[src/rtl/strobe_gen.sv]
// Triggered strobe generator: after an accepted trigger, waits D cycles, then drives o_strobe for W cycles.
// Optional output polarity select is built when macro STROBE_INVERT_EN is defined.
module strobe_gen #(
    parameter int STROBE_CNT_WIDTH = 19
) (
    input  logic                        clk,
    input  logic                        reset_n,
    input  logic                        i_strobe_en,
    input  logic                        i_trigger,
    input  logic [STROBE_CNT_WIDTH-1:0] iv_strobe_delay,
    input  logic [STROBE_CNT_WIDTH-1:0] iv_strobe_width,
`ifdef STROBE_INVERT_EN
    input  logic                        i_strobe_invert,
`endif
    output logic                        o_strobe,
    output logic                        o_busy,
    output logic                        o_overrun
);

    localparam logic [STROBE_CNT_WIDTH-1:0] CNT_ZERO = '0;
    localparam logic [STROBE_CNT_WIDTH-1:0] CNT_ONE  = {{(STROBE_CNT_WIDTH-1){1'b0}}, 1'b1};

    typedef enum logic [1:0] {
        IDLE   = 2'd0,
        DELAY  = 2'd1,
        ACTIVE = 2'd2
    } state_t;

    state_t                        state_q, state_d;
    logic [STROBE_CNT_WIDTH-1:0]   cnt_q, cnt_d;
    logic [STROBE_CNT_WIDTH-1:0]   delay_q, delay_d;
    logic [STROBE_CNT_WIDTH-1:0]   width_q, width_d;
    logic                          strobe_q, strobe_d;
    logic                          busy_q, busy_d;
    logic                          overrun_q, overrun_d;
    logic [1:0]                    rst_sync_q, rst_sync_d;
    logic                          inv_level;
    logic                          ready;

`ifdef STROBE_INVERT_EN
    assign inv_level = i_strobe_invert;
`else
    assign inv_level = 1'b0;
`endif

    // Triggers are only honoured once the reset release has passed through two flops.
    assign ready = rst_sync_q[1];

    always_comb begin
        rst_sync_d = {rst_sync_q[0], 1'b1};
        state_d    = state_q;
        cnt_d      = cnt_q;
        delay_d    = delay_q;
        width_d    = width_q;
        overrun_d  = 1'b0;

        case (state_q)
            IDLE: begin
                if (i_trigger && i_strobe_en && ready) begin
                    delay_d = iv_strobe_delay;
                    width_d = iv_strobe_width;
                    cnt_d   = CNT_ZERO;
                    if (iv_strobe_width != CNT_ZERO) begin
                        state_d = (iv_strobe_delay == CNT_ZERO) ? ACTIVE : DELAY;
                    end
                end
            end
            DELAY: begin
                if (!i_strobe_en) begin
                    state_d = IDLE;
                    cnt_d   = CNT_ZERO;
                end else if (cnt_q == delay_q - CNT_ONE) begin
                    state_d = ACTIVE;
                    cnt_d   = CNT_ZERO;
                end else begin
                    cnt_d = cnt_q + CNT_ONE;
                end
            end
            ACTIVE: begin
                if (!i_strobe_en || (cnt_q == width_q - CNT_ONE)) begin
                    state_d = IDLE;
                    cnt_d   = CNT_ZERO;
                end else begin
                    cnt_d = cnt_q + CNT_ONE;
                end
            end
            default: begin
                state_d = IDLE;
                cnt_d   = CNT_ZERO;
            end
        endcase

        if (i_trigger && i_strobe_en && (state_q != IDLE)) begin
            overrun_d = 1'b1;
        end

        // Outputs are derived from the next state so they line up with it after the edge.
        busy_d   = (state_d != IDLE);
        strobe_d = (state_d == ACTIVE) ^ inv_level;
    end

    always_ff @(posedge clk or negedge reset_n) begin
        if (!reset_n) begin
            rst_sync_q <= 2'b00;
            state_q    <= IDLE;
            cnt_q      <= CNT_ZERO;
            delay_q    <= CNT_ZERO;
            width_q    <= CNT_ZERO;
            strobe_q   <= inv_level;
            busy_q     <= 1'b0;
            overrun_q  <= 1'b0;
        end else begin
            rst_sync_q <= rst_sync_d;
            state_q    <= state_d;
            cnt_q      <= cnt_d;
            delay_q    <= delay_d;
            width_q    <= width_d;
            strobe_q   <= strobe_d;
            busy_q     <= busy_d;
            overrun_q  <= overrun_d;
        end
    end

    assign o_strobe  = strobe_q;
    assign o_busy    = busy_q;
    assign o_overrun = overrun_q;

endmodule

[config.mk]
export PLATFORM = sky130hd
export DESIGN_NAME = strobe_gen
export DESIGN_NICKNAME = d
export VERILOG_FILES = /design/src/rtl/strobe_gen.sv
export SDC_FILE = /design/constraint.sdc
export NUM_CORES = 1
export LEC_CHECK = 0
export CAP_MARGIN = 40
export CORE_AREA = 10 10 101 103
export DETAILED_ROUTE_END_ITERATION = 8
export DIE_AREA = 0 0 111 113
export PLACE_DENSITY = 0.79
export SETUP_SLACK_MARGIN = 0.3
export SLEW_MARGIN = 10
export SYNTH_ARGS = -nofsm -noshare
export SYNTH_HDL_FRONTEND = slang
export SYNTH_SLANG_ARGS = --single-unit
[constraint.sdc]
create_clock -name clk -period 3.4 [get_ports clk]
set_input_delay 0.68 -clock clk [delete_from_list [all_inputs] [get_ports clk]]
set_output_delay 0.68 -clock clk [all_outputs]
set_load 0.02 [all_outputs]
==> results.sh, run 1 <==
export IMPL_drc_errors=0
export IMPL_grt_util_all_layers_pct=17.8
export IMPL_ant_nets=0
export IMPL_grt_pass1_vias=4010
export IMPL_yosys_top_cells_area="dfrtp_1, mux2_2, xor2_1"
export IMPL_ys_ff_latch=64
export IMPL_leakage_uw=0.00237
export IMPL_finalWirelength_mm=12.0
export IMPL_drive_gt1_share_pct=23.6
export IMPL_p_per_area_mw_per_mm2=641
export IMPL_grt_max_degree=39
export IMPL_fp_dieW_um=111
export IMPL_root_buffer="clkbuf_8"
export IMPL_yosys_warnings=0
export IMPL_die_area_mm2=0.0125
export IMPL_wire_per_inst_um=18.5
export IMPL_syn_cell_area_mm2=0.00466
export IMPL_place_congestion=0.861
export IMPL_dp_hpwl_mm=8.65
export IMPL_rows=33
export IMPL_finalClockSkew_ps=11.1
export IMPL_path_class="in2reg"
export IMPL_drt_first_iter_violations=243
export IMPL_crit_arrival_ps=3320
export IMPL_nets=586
export IMPL_holdWs_ps=298
export IMPL_ys_types=76
export IMPL_dp_cells=620
export IMPL_ys_flop_type="dfrtp_1"
export IMPL_ir_drop_mv=0.340
export IMPL_initial_utilization_pct=57.3
export IMPL_die_height_um=113
export IMPL_status="finished clean"
export IMPL_fill_cells=581
export IMPL_syn_inst=488
export IMPL_port_buffers=44
export IMPL_ctsHoldBuffers=0
export IMPL_cts_tree="built"
export IMPL_drv_cap=0
export IMPL_ys_async_sr_fraction_pct=100
export IMPL_slew_headroom_pct=56.5
export IMPL_gr_total_overflow=0
export IMPL_antenna_diode_count=0
export IMPL_io_pins=45
export IMPL_path_max_fanout=3
export IMPL_rsz0062_at_grt="no"
export IMPL_clk_latency_ps=350
export IMPL_synth_top_cell_area_share_pct=34.3
export IMPL_h_tree_depth=3
export IMPL_worstRegToRegCells=11
export IMPL_r2r_setup_slack_ps=390
export IMPL_syn_num_nets=537
export IMPL_cts_buffers=9
export IMPL_synth_area_per_cell_um2=9.56
export IMPL_fin_crit_sh_pct=89.9
export IMPL_critPathCaptureType="register"
export IMPL_yosys_area_top_type="dfrtp_1"
export IMPL_antenna_found_initial=0
export IMPL_grt_pass1_wl_mm=19.0
export IMPL_area_growth_pct=22.3
export IMPL_hold_viol_final=0
export IMPL_fin_cells=647
export IMPL_routed_via_density=6.30
export IMPL_slew_viol_final=0
export IMPL_clk_pin_slew_ps=80
export IMPL_fin_setup_tns_ps=0
export IMPL_synth_edff_count=0
export IMPL_core_mm2=0.00813
export IMPL_clock_path_buffers=2
export IMPL_tightest_slew_ps=652
export IMPL_start_kind="input pin"
export IMPL_period_needed_ps=3060
export IMPL_first_pass_iters=5
export IMPL_ys_seq_area_share_pct=34.3
export IMPL_hold_class="in2async"
export IMPL_dr_total_vias=4076
export IMPL_max_freq_mhz=327
export IMPL_setup_viol=0
export IMPL_worst_ep_required_time_ps=3670
export IMPL_clock_sinks=64
==> through the flow <==
stage | power (uW) | setup WS, ps | util [%] | area [um^2]
global placement | 2700 | -114 | 64.0 | 5210
global route | 3880 | 262 | 70.2 | 5710
CTS | 3560 | 302 | 67.5 | 5490
finish | 3660 | 343 | 70.2 | 5710
floorplan | 2390 | 528 | - | 4660
detailed placement | 2780 | -180 | 64.3 | 5230
==> layout make-up <==
class                           count  area [um^2]  share of cell area [%]
Sequential cell                    64         1610                    28.2
Timing Repair Buffer               71          706                    12.4
Inverter                           14         52.6                   0.921
Clock buffer                       13          149                    2.61
Tap cell                          105          131                    2.30
Clock inverter                      3         65.1                    1.14
Multi-Input combinational cell    377         3000                    52.5
==> flip-flops by register name, indices dropped and copies added, names as in the netlist <==
register,count
delay_q,19
o_busy,1
o_strobe,1
rst_sync_q,2
cnt_q,19
state_q,2
o_overrun,1
width_q,19
==> per-layer routing <==
layer	routed length [um]	share of wire, %	GRT usage, %
met5	0	0	0
met4	367	3.1	7.90
met3	548	4.6	2.85
met2	5960	50	31.1
met1	5110	43	21.2
==> cells in the mapped netlist (9+ instances only) <==
library cell / instances
a221oi_1: 11
nor2b_1: 11
nand2b_1: 11
dfrtp_1: 64
nor2_1: 34
a21o_1: 11
xor2_1: 24
nor3_1: 9
mux2_2: 40
xnor2_1: 23
nand2_1: 29
clkbuf_1: 26
o21ai_0: 11
nor4_1: 17
nand3_1: 14
inv_1: 14
==> placed cells by master, fill, tap and decap left out, types with 5 or more instances in the layout <==
cell type,n
a211oi_1,6
a21o_1,11
a21oi_1,6
a221oi_1,11
a31oi_1,5
and2_1,5
buf_4,24
clkbuf_8,10
clkdlybuf4s50_1,33
dfrtp_1,59
dfrtp_2,5
dlymetal6s2s_1,10
ha_1,5
inv_1,14
mux2_2,40
nand2_1,29
nand2b_1,11
nand3_1,13
nand3b_1,5
nand4_1,7
nor2_1,34
nor2b_1,11
nor3_1,9
nor4_1,11
nor4_2,6
nor4_4,5
o21ai_0,10
or2_2,5
or3_1,6
xnor2_1,22
xor2_1,24
==> worst max-delay path: stages <==
cell	delay (ps)
clkdlybuf4s50_1	430
nor4_2	240
nand4_1	220
or4_1	570
or3_4	400
a21boi_4	160
nor2_1	60
a221o_1	390
a211oi_2	160
==> timing repair <==
| action | 4_1_cts | 5_1_grt |
|---|---|---|
| endpoints found under the setup margin | 17 | 22 |
| pin swaps | 7 | 20 |
| setup buffers | 3 | 7 |
| cloned | 0 | 1 |
| gates resized for setup | 6 | 34 |
==> where the power goes <==
part	leakage, uW	switching [uW]	total [uW]	internal [uW]
logic	0.00146	750	1500	750
registers	0.000800	425	1420	992
clock network	0.000108	310	744	433
total	0.00237	1480	3660	2180
==> cells by family (layout without fill, tap and decap cells) <==
group	after synthesis	count (layout)	synth area share (%)
AO/OA/AOI/OAI	90	90	15.2
XOR/XNOR	47	47	8.83
buffers and inverters	47	101	4.35
AND/OR/NAND/NOR	188	188	24.6
adder cells (fa/ha/maj)	7	7	1.88
other	1	1	0.0804
multiplexers	44	44	10.8
flip-flops	64	64	34.3
==> final timing paths <==
check / start / to
max: iv_strobe_delay[11] / o_strobe$_DFF_PN0_
min: reset_n / width_q[3]$_DFFE_PN0P_
max reg2reg: width_q[0]$_DFFE_PN0P_ / cnt_q[0]$_DFFE_PN0P_
min reg2reg: rst_sync_q[0]$_DFF_PN0_ / rst_sync_q[1]$_DFF_PN0_
max in group asynchronous: reset_n / cnt_q[11]$_DFFE_PN0P_
min in group clk: rst_sync_q[0]$_DFF_PN0_ / rst_sync_q[1]$_DFF_PN0_
Note: power is estimated with default switching activity, not from simulation.
==> run 2, diff against run 1 <==
--- a/config.mk
+++ b/config.mk
@@ -6,10 +6,11 @@
 export NUM_CORES = 1
 export LEC_CHECK = 0
 export CAP_MARGIN = 40
-export CORE_AREA = 10 10 101 103
+export CORE_AREA = 10 10 104 106
+export CTS_BUF_LIST = sky130_fd_sc_hd__clkbuf_4
 export DETAILED_ROUTE_END_ITERATION = 8
-export DIE_AREA = 0 0 111 113
-export PLACE_DENSITY = 0.79
+export DIE_AREA = 0 0 114 116
+export PLACE_DENSITY = 0.78
 export SETUP_SLACK_MARGIN = 0.3
 export SLEW_MARGIN = 10
 export SYNTH_ARGS = -nofsm -noshare
==> constraint.sdc (replaced) <==
create_clock -name clk -period 2.6 [get_ports clk]
set_input_delay 0.52 -clock clk [delete_from_list [all_inputs] [get_ports clk]]
set_output_delay 0.52 -clock clk [all_outputs]
set_load 0.02 [all_outputs]
==> results.sh, run 2 (synthesis gave the netlist of run 1 again) <==
export IMPL_first_pass_iters=5
export IMPL_gr_total_overflow=0
export IMPL_tightest_slew_ps=857
export IMPL_clock_path_buffers=2
export IMPL_status="finished with violations"
export IMPL_r2r_start="delay_q[0]$_DFFE_PN0P_"
export IMPL_drv_cap=0
export IMPL_drt_first_iter_violations=244
export IMPL_worstRegToRegCells=12
export IMPL_hold_class="in2async"
export IMPL_die_height_um=116
export IMPL_p_per_area_mw_per_mm2=842
export IMPL_initial_utilization_pct=53.7
export IMPL_rsz0062_at_grt="yes"
export IMPL_hold_viol_final=0
export IMPL_fin_setup_tns_ps=-6000
export IMPL_path_class="reg2reg"
export IMPL_final_common_cell="buf_4"
export IMPL_dp_hpwl_mm=9.80
export IMPL_io_pins=45
export IMPL_power_total_uw=5460
export IMPL_finalWirelength_mm=13.6
export IMPL_area_growth_pct=39.0
export IMPL_fin_cells=746
export IMPL_r2r_setup_slack_ps=-360
export IMPL_dr_total_vias=4456
export IMPL_layout_common_cells="buf_4, dfrtp_1, mux2_2, clkdlybuf4s50_1, nor2_1"
export IMPL_crit_arrival_ps=3270
export IMPL_clk_pin_slew_ps=120
export IMPL_clock_sinks=64
export IMPL_finish_utilization_pct=74.7
export IMPL_max_freq_mhz=338
export IMPL_core_mm2=0.00868
export IMPL_ctsHoldBuffers=0
export IMPL_wire_per_inst_um=18.3
export IMPL_ant_nets=0
export IMPL_setup_ws_ps=-359
export IMPL_start_kind="register"
export IMPL_grt_max_degree=39
export IMPL_worst_ep_required_time_ps=2910
export IMPL_die_area_mm2=0.0132
export IMPL_drc_errors=0
export IMPL_placed_area_mm2=0.00598
export IMPL_port_buffers=44
export IMPL_violations="setup timing"
export IMPL_slew_headroom_pct=41.4
export IMPL_cts_tree="built"
export IMPL_grt_pass1_vias=4545
export IMPL_grt_pass1_wl_mm=21.9
export IMPL_root_buffer="clkbuf_4"
export IMPL_h_tree_depth=3
export IMPL_fp_dieW_um=114
export IMPL_grt_util_all_layers_pct=20.1
export IMPL_leakage_uw=0.00275
export IMPL_place_congestion=0.863
export IMPL_antenna_diode_count=0
export IMPL_period_needed_ps=2960
export IMPL_fin_area_mm2=0.00648
export IMPL_fill_cells=590
export IMPL_routed_via_density=5.97
export IMPL_finalClockSkew_ps=14.9
export IMPL_rows=34
export IMPL_antenna_found_initial=0
export IMPL_clk_latency_ps=420
export IMPL_cts_buffers=9
export IMPL_r2r_end="cnt_q[2]$_DFFE_PN0P_"
export IMPL_setup_viol=23
export IMPL_nets=682
export IMPL_slew_viol_final=0
export IMPL_reg_top3="cnt_q (19), delay_q (19), width_q (19)"
export IMPL_drive_gt1_share_pct=37.5
export IMPL_path_max_fanout=15
export IMPL_critPathCaptureType="register"
export IMPL_fin_crit_sh_pct=114
export IMPL_ir_drop_mv=0.610
export IMPL_dp_cells=719
==> run 2: cell count changes in the layout (fill, tap and decap cells not counted), moves of 3 or more <==
| cell | previous run | this run |
|---|---|---|
| clkbuf_8 | 10 | 0 |
| buf_6 | 0 | 7 |
| a31oi_1 | 5 | 2 |
| clkbuf_1 | 3 | 0 |
| buf_4 | 24 | 113 |
| nor4_1 | 11 | 8 |
| dlymetal6s2s_1 | 10 | 1 |
| clkinv_1 | 0 | 3 |
| dlygate4sd2_1 | 0 | 5 |
| clkbuf_4 | 0 | 9 |
| clkdlybuf4s50_1 | 33 | 37 |
==> run 2: worst max-delay path by stage <==
stage	endpoint	slack (ps)	start	cells past startpoint
3_3_place_gp	o_strobe$_DFF_PN0_	-900	iv_strobe_delay[13]	10
4_1_cts	cnt_q[14]$_DFFE_PN0P_	-290	width_q[1]$_DFFE_PN0P_	11
6_report	cnt_q[2]$_DFFE_PN0P_	-360	delay_q[0]$_DFFE_PN0P_	12
2_1_floorplan	cnt_q[0]$_DFFE_PN0P_	-160	width_q[4]$_DFFE_PN0P_	9
5_1_grt	cnt_q[2]$_DFFE_PN0P_	-450	delay_q[0]$_DFFE_PN0P_	12
3_5_place_dp	o_strobe$_DFF_PN0_	-940	iv_strobe_delay[13]	10
==> run 2: layer usage <==
layer | GRT usage, % | vias up | wire [um]
met1 | 24.0 | 2162 | 5650
met5 | 0 | - | 0
met3 | 2.79 | 46 | 607
li1 | - | 2103 | -
met2 | 35.1 | 145 | 6930
met4 | 9.27 | 0 | 454
==> run 2: cell type report <==
type | count | area, um^2 | share of cell area [%]
Clock inverter | 7 | 86.3 | 1.33
Tap cell | 108 | 135 | 2.08
Inverter | 14 | 52.6 | 0.810
Multi-Input combinational cell | 377 | 3130 | 48.3
Clock buffer | 9 | 67.6 | 1.04
Timing Repair Buffer | 167 | 1400 | 21.6
Sequential cell | 64 | 1610 | 24.8
==> run 2: report_power, final <==
group	internal, uW	switching (uW)	total [uW]
clock network	380	400	780
logic	1570	1510	3070
registers	1290	315	1610
==> run 2: timing repair <==
item | in CTS | in global routing
setup buffers | 9 | 1
gates resized for setup | 25 | 34
pin swaps | 17 | 18
setup endpoints to repair | 23 | 23
gates cloned | 1 | 0
==> run 2: stage by stage <==
step	hold WS, ps	worst slack, ps
after floorplan	224	-157
after global placement	332	-903
after detailed placement	338	-944
after CTS	108	-292
after global routing	134	-454
final	97.4	-359
==> run 2: critical path: stages (launching register included) <==
cell and delay [ps]:
dfrtp_1 430, buf_4 140, inv_1 50, ha_4 260, xor2_1 220, o211a_1 230
nand3_1 110, nor4_2 320, o2111ai_2 210, o31ai_4 310, buf_12 190, a21oi_4 100
a211o_1 280
